===== src/rtl/logic_unit_arbiter_if.sv =====
// Request/response and shared-logic-unit signals of logic_unit_arbiter, grouped as one bundle.
// slave: arbiter side; master: requesters plus the shared logic unit.
interface logic_unit_arbiter_if #(
  parameter int DW = 8
);
  logic [3:0]      Req;
  logic [11:0]     Req_Op;
  logic [4*DW-1:0] Req_A;
  logic [4*DW-1:0] Req_B;
  logic [3:0]      Ack;
  logic [DW-1:0]   Result;
  logic [1:0]      Grant;
  logic            Busy;
  logic [DW-1:0]   LU_In1;
  logic [DW-1:0]   LU_In2;
  logic [2:0]      LU_Op;
  logic [DW-1:0]   LU_Out;

  modport slave (
    input  Req, Req_Op, Req_A, Req_B, LU_Out,
    output Ack, Result, Grant, Busy, LU_In1, LU_In2, LU_Op
  );

  modport master (
    output Req, Req_Op, Req_A, Req_B, LU_Out,
    input  Ack, Result, Grant, Busy, LU_In1, LU_In2, LU_Op
  );
endinterface


===== src/rtl/logic_unit_arbiter.sv =====
// Four-way arbiter sharing one 8-bit logic unit; LU_ARB_FIXED_PRIORITY_EN selects fixed priority (0 highest) instead of round-robin.
// Latency: request sampled in IDLE -> one-cycle Ack 3 cycles later; one op per 4 cycles.
// Backpressure: none; a requester holds Req until its Ack, requests are sampled only in IDLE.
module logic_unit_arbiter #(
  parameter int DW = 8
) (
  input  logic                 Clk,
  input  logic                 Rst_n,
  logic_unit_arbiter_if.slave  bus
);

  typedef enum logic [1:0] {
    IDLE    = 2'd0,
    ISSUE   = 2'd1,
    CAPTURE = 2'd2,
    RESP    = 2'd3
  } state_t;

  state_t        state_q, state_d;
  logic [1:0]    grant_q, grant_d;
  logic [3:0]    ack_q, ack_d;
  logic [DW-1:0] result_q, result_d;
  logic [DW-1:0] in1_q, in1_d;
  logic [DW-1:0] in2_q, in2_d;
  logic [2:0]    op_q, op_d;

  logic          win_vld;
  logic [1:0]    win_idx;

`ifdef LU_ARB_FIXED_PRIORITY_EN
  // Descending scan so the lowest-numbered active requester is the last to overwrite.
  always_comb begin
    win_vld = 1'b0;
    win_idx = 2'd0;
    for (int i = 3; i >= 0; i--) begin
      if (bus.Req[i]) begin
        win_vld = 1'b1;
        win_idx = 2'(i);
      end
    end
  end
`else
  logic [1:0] ptr_q, ptr_d;
  logic [1:0] cand;

  // Descending offset scan: the smallest offset from the pointer wins, wrapping 3->0.
  always_comb begin
    win_vld = 1'b0;
    win_idx = 2'd0;
    cand    = 2'd0;
    for (int i = 3; i >= 0; i--) begin
      cand = ptr_q + 2'(i);
      if (bus.Req[cand]) begin
        win_vld = 1'b1;
        win_idx = cand;
      end
    end
  end
`endif

  always_comb begin
    state_d  = state_q;
    grant_d  = grant_q;
    ack_d    = 4'd0;
    result_d = result_q;
    in1_d    = in1_q;
    in2_d    = in2_q;
    op_d     = op_q;
`ifndef LU_ARB_FIXED_PRIORITY_EN
    ptr_d    = ptr_q;
`endif
    case (state_q)
      IDLE: begin
        if (win_vld) begin
          grant_d = win_idx;
          in1_d   = bus.Req_A[32'(win_idx) * DW +: DW];
          in2_d   = bus.Req_B[32'(win_idx) * DW +: DW];
          op_d    = bus.Req_Op[32'(win_idx) * 3 +: 3];
          state_d = ISSUE;
        end
      end
      ISSUE: begin
        state_d = CAPTURE;
      end
      CAPTURE: begin
        result_d = bus.LU_Out;
        ack_d    = 4'd1 << grant_q;
        state_d  = RESP;
      end
      RESP: begin
`ifndef LU_ARB_FIXED_PRIORITY_EN
        ptr_d   = grant_q + 2'd1;
`endif
        state_d = IDLE;
      end
      default: state_d = IDLE;
    endcase
  end

  always_ff @(posedge Clk or negedge Rst_n) begin
    if (!Rst_n) begin
      state_q  <= IDLE;
      grant_q  <= 2'd0;
      ack_q    <= 4'd0;
      result_q <= '0;
      in1_q    <= '0;
      in2_q    <= '0;
      op_q     <= 3'd0;
    end else begin
      state_q  <= state_d;
      grant_q  <= grant_d;
      ack_q    <= ack_d;
      result_q <= result_d;
      in1_q    <= in1_d;
      in2_q    <= in2_d;
      op_q     <= op_d;
    end
  end

`ifndef LU_ARB_FIXED_PRIORITY_EN
  always_ff @(posedge Clk or negedge Rst_n) begin
    if (!Rst_n) begin
      ptr_q <= 2'd0;
    end else begin
      ptr_q <= ptr_d;
    end
  end
`endif

  assign bus.Ack    = ack_q;
  assign bus.Result = result_q;
  assign bus.Grant  = grant_q;
  assign bus.Busy   = (state_q != IDLE);
  assign bus.LU_In1 = in1_q;
  assign bus.LU_In2 = in2_q;
  assign bus.LU_Op  = op_q;

endmodule


===== src/flat_wrapper.sv =====
// flat-port wrapper written by rule: the top's interface ports become plain ports
module logic_unit_arbiter_flat 
#(
  parameter int DW = 8
)
  (Clk, Rst_n, bus_Req, bus_Req_Op, bus_Req_A, bus_Req_B, bus_LU_Out, bus_Ack, bus_Result, bus_Grant, bus_Busy, bus_LU_In1, bus_LU_In2, bus_LU_Op);
  logic_unit_arbiter_if #(.DW(DW)) bus_i ();
  input  logic Clk;
  input  logic Rst_n;
  input wire logic [$bits(bus_i.Req)-1:0] bus_Req;
  input wire logic [$bits(bus_i.Req_Op)-1:0] bus_Req_Op;
  input wire logic [$bits(bus_i.Req_A)-1:0] bus_Req_A;
  input wire logic [$bits(bus_i.Req_B)-1:0] bus_Req_B;
  input wire logic [$bits(bus_i.LU_Out)-1:0] bus_LU_Out;
  output wire logic [$bits(bus_i.Ack)-1:0] bus_Ack;
  output wire logic [$bits(bus_i.Result)-1:0] bus_Result;
  output wire logic [$bits(bus_i.Grant)-1:0] bus_Grant;
  output wire logic [$bits(bus_i.Busy)-1:0] bus_Busy;
  output wire logic [$bits(bus_i.LU_In1)-1:0] bus_LU_In1;
  output wire logic [$bits(bus_i.LU_In2)-1:0] bus_LU_In2;
  output wire logic [$bits(bus_i.LU_Op)-1:0] bus_LU_Op;
  assign bus_i.Req = bus_Req;
  assign bus_i.Req_Op = bus_Req_Op;
  assign bus_i.Req_A = bus_Req_A;
  assign bus_i.Req_B = bus_Req_B;
  assign bus_i.LU_Out = bus_LU_Out;
  assign bus_Ack = bus_i.Ack;
  assign bus_Result = bus_i.Result;
  assign bus_Grant = bus_i.Grant;
  assign bus_Busy = bus_i.Busy;
  assign bus_LU_In1 = bus_i.LU_In1;
  assign bus_LU_In2 = bus_i.LU_In2;
  assign bus_LU_Op = bus_i.LU_Op;
  logic_unit_arbiter #(.DW(DW)) u_core (.Clk(Clk), .Rst_n(Rst_n), .bus(bus_i));
endmodule

===== config.mk =====
export PLATFORM = sky130hd
export DESIGN_NAME = logic_unit_arbiter_flat
export DESIGN_NICKNAME = d
export VERILOG_FILES = /design/src/rtl/logic_unit_arbiter_if.sv /design/src/rtl/logic_unit_arbiter.sv /design/src/flat_wrapper.sv
export SDC_FILE = /design/constraint.sdc
export NUM_CORES = 1
export LEC_CHECK = 0
export BUFFER_PORTS_ARGS = -buffer_cell sky130_fd_sc_hd__buf_4
export CAP_MARGIN = 20
export CORE_ASPECT_RATIO = 0.8
export CORE_MARGIN = 8
export CORE_UTILIZATION = 48
export DETAILED_ROUTE_END_ITERATION = 10
export GPL_TIMING_DRIVEN = 1
export PLACE_DENSITY_LB_ADDON = 0.1
export SYNTH_ARGS = -nofsm -noshare
export SYNTH_HDL_FRONTEND = slang
export SYNTH_SLANG_ARGS = --single-unit

===== constraint.sdc =====
create_clock -name Clk -period 2.7 [get_ports Clk]
set_input_delay 0.54 -clock Clk [delete_from_list [all_inputs] [get_ports Clk]]
set_output_delay 0.54 -clock Clk [all_outputs]
set_load 0.05 [all_outputs]

==> results.yml, run 1 <==
finish:
  most-common-layout-cells: "129 x buf_4, 37 x dfrtp_1, 23 x nand2_1, 20 x nor2_1"
  drive_above_1_share: 0.552
  final_area_mm2: 0.00338
  diodes: 0
  final_common_cell: "buf_4"
  nNetsFinal: 441
  fillers: 363
  area_growth_pct: 48.0
clock_tree:
  postCtsSetupRepairBufs: 0
  path_clk_slew_ns: 0.08
  clk_latency_ns: 0.29
  htree_num_levels: 2
  holdBufCountCts: 0
  cts_buffers: 5
  cts.sinks: 37
  cts.repair.resized: 0
  cts_root_buffer: "clkbuf_8"
  clk_path_buf_depth: 2
  cts_tree: "built"
critical_path:
  critPathCaptureType: "flip-flop"
  criticalPathCategory: "flip-flop to flip-flop"
  crit_fanout: 23
  r2r_start: "u_core.state_q[0]$_DFFE_PN0P_"
  reg2regPathDepth: 8
  crit_start: "u_core.state_q[0]$_DFFE_PN0P_"
  crit_path_start_kind: "flip-flop"
  worstPathRequired_ns: 2.87
  worstPathArrival_ns: 2.58
place:
  place_congestion: 0.802
  dp_hpwl_mm: 5.39
  placed_area_mm2: 0.00324
  portBuffers: 123
logic_synthesis:
  avgSynthCellArea_um2: 10.3
  ys_ff_latch: 37
  synth-simple-area-share: 0.109
  async_reset_ff_frac: 1.00
  synth_fa_ha_area_frac: 0.0439
  netlist_area_mm2: 0.00228
  yosysWarningCount: 0
  synthXorXnorAreaFrac: 0
  synth_edf_count: 0
  synth_flop_cell: "dfrtp_1"
  syn-num-nets: 320
  synth_cell_types: 29
  ys_seq_area_frac: 0.406
  synth_top_family_by_area: "compound AO/OA/AOI/OAI gates"
  synthCells: 222
  synthMuxAreaShare: 0.0439
  synth_compound_area_frac: 0.335
route:
  drtAntennaViolNets: 0
  viasPerCell: 5.35
  drc: 0
  num_vias: 2161
  drtIter0Drc: 59
  drt_wl_total_mm: 7.02
  wl_per_cell_um: 17.4
  dr.pass1.iters: 4
sta:
  fin_setup_tns_ns: 0
  hold_ws_ns: 0.193
  min_period_ns: 2.41
  worst_slew_pin_slew_ns: 0.977
  slew-limit-headroom: 0.348
  maxSlewViolCount: 0
  timing.final.hold_violations: 0
  rsz0062_at_grt: "false"
  setup_viol: 0
  fmax_mhz: 415
  fin_worst_skew_ns: 0.00658
  fin_crit_sh: 0.892
global_routing:
  grt_usage: 0.193
  grt_max_degree: 38
  antenna_found_initial: 0
  grt_pass1_vias: 2404
  grt_pass1_wl_mm: 11.4
  globalRouteOverflowTotal: 0
outcome:
  status: "completed"
floorplanning:
  fp.dieW_um: 93.1
  die_h_um: 77.7
  die_area_mm2: 0.00723
  coreArea_mm2: 0.00457
  boundaryPins: 124
  core.rowCount: 22
  start_util: 0.499
power_and_ir_drop:
  ir_worst_vdd_uv: 670
  powerDensity_mw_per_mm2: 1250
  fin_total_pwr_uw: 4210
  p_leak_uw: 0.00155
run:
  maxCapViolCount: 0
min_path:
  min-delay-path-class: "input pin to async pin"
[Yosys cell counts, types with 2 or more instances]
| library cell | instances | area [um2] |
|---|---|---|
| a21boi_0 | 19 | 143 |
| mux2_2 | 8 | 90.1 |
| and2_1 | 5 | 31.3 |
| dfrtp_1 | 37 | 926 |
| buf_8 | 2 | 30.0 |
| clkbuf_1 | 5 | 18.8 |
| ha_1 | 8 | 100 |
| nor2_1 | 21 | 78.8 |
| a211oi_1 | 19 | 143 |
| buf_6 | 2 | 22.5 |
| o21ai_0 | 7 | 35.0 |
| a211oi_2 | 19 | 238 |
| a21oi_2 | 19 | 166 |
| buf_2 | 6 | 30.0 |
| nand2_1 | 23 | 86.3 |
| inv_1 | 9 | 33.8 |
[through the flow]
stage / worst slack (ns) / util / cells
2_1_floorplan: 0.914 / - / 222
3_3_place_gp: 0.447 / 0.709 / 396
3_5_place_dp: 0.298 / 0.709 / 396
4_1_cts: 0.270 / 0.739 / 404
5_1_grt: 0.0736 / 0.739 / 404
6_report: 0.290 / 0.739 / 404
[worst max-delay path: stages, from the launching register on]
cell and delay (ns):
dfrtp_1 0.39, inv_1 0.12, ha_1 0.19, inv_1 0.07
nor2_2 0.76, nand3_1 0.16, buf_4 0.26, a211oi_1 0.27
a211oi_2 0.06
[logic make-up after synthesis]
kind of cell / Yosys count
adders and majority gates: 8
DFF: 37
AOI/OAI and AO/OA: 88
muxes: 9
buffers and inverters: 25
and+or+nand+nor: 55
[where the power goes]
part / internal, uW / switching (uW)
clock: 372 / 209
sequential: 827 / 166
combinational: 909 / 1730
[sequential cells by signal, indices dropped and copies added, names as in the netlist]
name / count
u_core.bus.LU_In1: 8
u_core.state_q: 2
u_core.bus.Grant: 2
u_core.bus.Ack: 4
u_core.bus.LU_In2: 8
u_core.bus.LU_Op: 3
u_core.bus.Result: 8
u_core.ptr_q: 2
[area by class of cell]
class | instances | area [um2] | area share
well taps | 60 | 75.1 | 0.0222
inverters | 9 | 33.8 | 0.0100
multi-input cells | 160 | 1210 | 0.360
clock inverters | 3 | 68.8 | 0.0204
flip-flops and latches | 37 | 926 | 0.274
clock buffers | 5 | 68.8 | 0.0204
repair buffers | 130 | 988 | 0.293
[routing by layer]
metal	up-vias	share of wire	global-route usage
met4	0	0.013	0.0658
met1	1039	0.40	0.214
met3	8	0.080	0.0673
li1	1033	-	-
met2	81	0.51	0.336
met5	-	0	0
[path summary, 6_finish.rpt]
check | slack (ns) | end
setup / recovery | 0.29 | u_core.bus.LU_In1[3]$_DFFE_PN0P_
setup reg to reg | 0.29 | u_core.bus.LU_In1[3]$_DFFE_PN0P_
max in group asynchronous | 2.17 | u_core.bus.Result[3]$_DFFE_PN0P_
hold reg to reg | 0.51 | u_core.bus.Result[7]$_DFFE_PN0P_
min in group Clk | 0.47 | u_core.bus.Result[6]$_DFFE_PN0P_
hold / removal | 0.19 | u_core.bus.LU_In1[7]$_DFFE_PN0P_
Power figures use the tool's default switching activity.
==> run 2: changes to the inputs <==
BUFFER_PORTS_ARGS = -buffer_cell sky130_fd_sc_hd__buf_2   (was -buffer_cell sky130_fd_sc_hd__buf_4)
==> results.yml, run 2 (synthesis gave the netlist of run 1 again) <==
power_and_ir_drop:
  clkPwrFrac: 0.123
  switchingPower_uw: 2050
  fin_total_pwr_uw: 3880
  p_int_uw: 1840
  switching_share: 0.527
  ir_worst_vdd_uv: 748
  powerDensity_mw_per_mm2: 1280
  pwr-share-comb: 0.626
  p_leak_uw: 0.00143
  p_seq_frac: 0.251
floorplanning:
  core.rowCount: 22
  coreArea_mm2: 0.00457
  fp.dieW_um: 93.1
  start_util: 0.499
  boundaryPins: 124
  die_area_mm2: 0.00723
  die_h_um: 77.7
finish:
  area_growth_pct: 33.5
  final_common_cell: "buf_2"
  final_cells: 404
  nNetsFinal: 441
  fillers: 415
  diodes: 0
  drive_above_1_share: 0.552
  most-common-layout-cells: "123 x buf_2, 37 x dfrtp_1, 23 x nand2_1, 20 x nor2_1"
critical_path:
  worstPathArrival_ns: 2.09
  crit_path_frequent_cell: "inv_1"
  criticalPathCategory: "flip-flop to flip-flop"
  crit_chain: "inv_1, ha_1, inv_1, nor2_2, nand3_1, buf_4, a211oi_1, a211oi_2"
  cp_top_family: "buffers and inverters"
  crit_buf_inv: 3
  r2r_setup_slack_ns: 0.77
  worstPathRequired_ns: 2.86
  critPathCaptureType: "flip-flop"
  crit_fanout: 12
  crit_path_start_kind: "flip-flop"
  cpMaxStageDelayCell: "dfrtp_1"
  critical_path.max_stage_delay_ns: 0.38
sta:
  slew-limit-headroom: 0.476
  fin_setup_tns_ns: 0
  fin_ws_ns: 0.771
  fin_crit_sh: 0.714
  fin_worst_skew_ns: 0.00403
  rsz0062_at_grt: "false"
  fmax_mhz: 518
  timing.final.hold_violations: 0
  setup_viol: 0
  min_period_ns: 1.93
  maxSlewViolCount: 0
  worst_slew_pin_slew_ns: 0.786
global_routing:
  grt_pass1_wl_mm: 10.6
  grt_usage: 0.176
  grt_pass1_vias: 2271
  globalRouteOverflowTotal: 0
  antenna_found_initial: 0
  grt_max_degree: 38
route:
  drtIter0Drc: 57
  drt_wl_total_mm: 6.44
  drtAntennaViolNets: 0
  wl_per_cell_um: 16.0
  num_vias: 2107
  dr.pass1.iters: 4
  viasPerCell: 5.22
  drc: 0
min_path:
  min-delay-path-class: "input pin to async pin"
place:
  dp_worst_setup_slack_ns: 0.559
  placed_cells: 396
  portBuffers: 123
  place_congestion: 0.778
  dp_hpwl_mm: 5.01
clock_tree:
  cts_root_buffer: "clkbuf_8"
  path_clk_slew_ns: 0.08
  cts.repair.resized: 0
  postCtsSetupRepairBufs: 0
  cts_buffers: 5
  htree_num_levels: 2
  holdBufCountCts: 0
  cts_tree: "built"
  cts.sinks: 37
  clk_latency_ns: 0.28
  clk_path_buf_depth: 2
run:
  maxCapViolCount: 0
outcome:
  status: "completed"
## run 2: cell count changes in the layout (fill, tap and decap cells not counted)
cell,change
buf_2,+123
buf_4,-123
bufinv_16,-1
clkinv_4,+1
clkinvlp_4,+1
inv_6,-1
## run 2: path summary, 6_finish.rpt
check,start,end,cells past startpoint
max,u_core.state_q[0]$_DFFE_PN0P_,u_core.bus.LU_Op[1]$_DFFE_PN0P_,8
max reg2reg,u_core.state_q[0]$_DFFE_PN0P_,u_core.bus.LU_Op[1]$_DFFE_PN0P_,8
min in group Clk,bus_LU_Out[1],u_core.bus.Result[1]$_DFFE_PN0P_,2
max in group asynchronous,Rst_n,u_core.bus.LU_In1[1]$_DFFE_PN0P_,1
min reg2reg,u_core.bus.Result[0]$_DFFE_PN0P_,u_core.bus.Result[0]$_DFFE_PN0P_,1
min,Rst_n,u_core.bus.LU_In2[7]$_DFFE_PN0P_,1
## run 2: routing by layer
metal / vias up / share of wire / track usage
met5: - / 0 / 0
met4: 0 / 0.0031 / 0.0289
met3: 2 / 0.086 / 0.0712
met2: 70 / 0.49 / 0.302
met1: 1004 / 0.42 / 0.204
li1: 1031 / - / -
## run 2: cell type report
class,count,area [um2],share of cell area
clock inverter,3,46.3,0.0152
timing repair buffer,130,681,0.224
sequential,37,926,0.304
clock buffer,5,68.8,0.0226
multi-input combinational,160,1210,0.399
tap,60,75.1,0.0247
inverter,9,33.8,0.0111
## run 2: worst register-to-register path, delay by kind of cell (launching register included)
| kind | cells | cell delay (ns) |
|---|---|---|
| adders and majority gates | 1 | 0.18 |
| DFF | 1 | 0.38 |
| buffers and inverters | 3 | 0.51 |
| and+or+nand+nor | 2 | 0.44 |
| AOI/OAI and AO/OA | 2 | 0.30 |
## run 2: power groups by stage
stage / Clock (uW) / Combinational, uW / Sequential, uW
4_1_cts: 493 / 2450 / 978
6_report: 477 / 2430 / 976
2_1_floorplan: 0 / 1080 / 1790
5_1_grt: 520 / 2600 / 1010
3_3_place_gp: 0 / 2420 / 979
3_5_place_dp: 0 / 2450 / 983
## run 2: stage by stage
step / util / instance area [um2] / hold WS (ns)
after floorplan: - / 2280 / 0.244
after global placement: 0.641 / 2930 / 0.483
after detailed placement: 0.641 / 2930 / 0.490
after CTS: 0.666 / 3050 / 0.364
after global routing: 0.666 / 3050 / 0.397
final: 0.666 / 3050 / 0.330
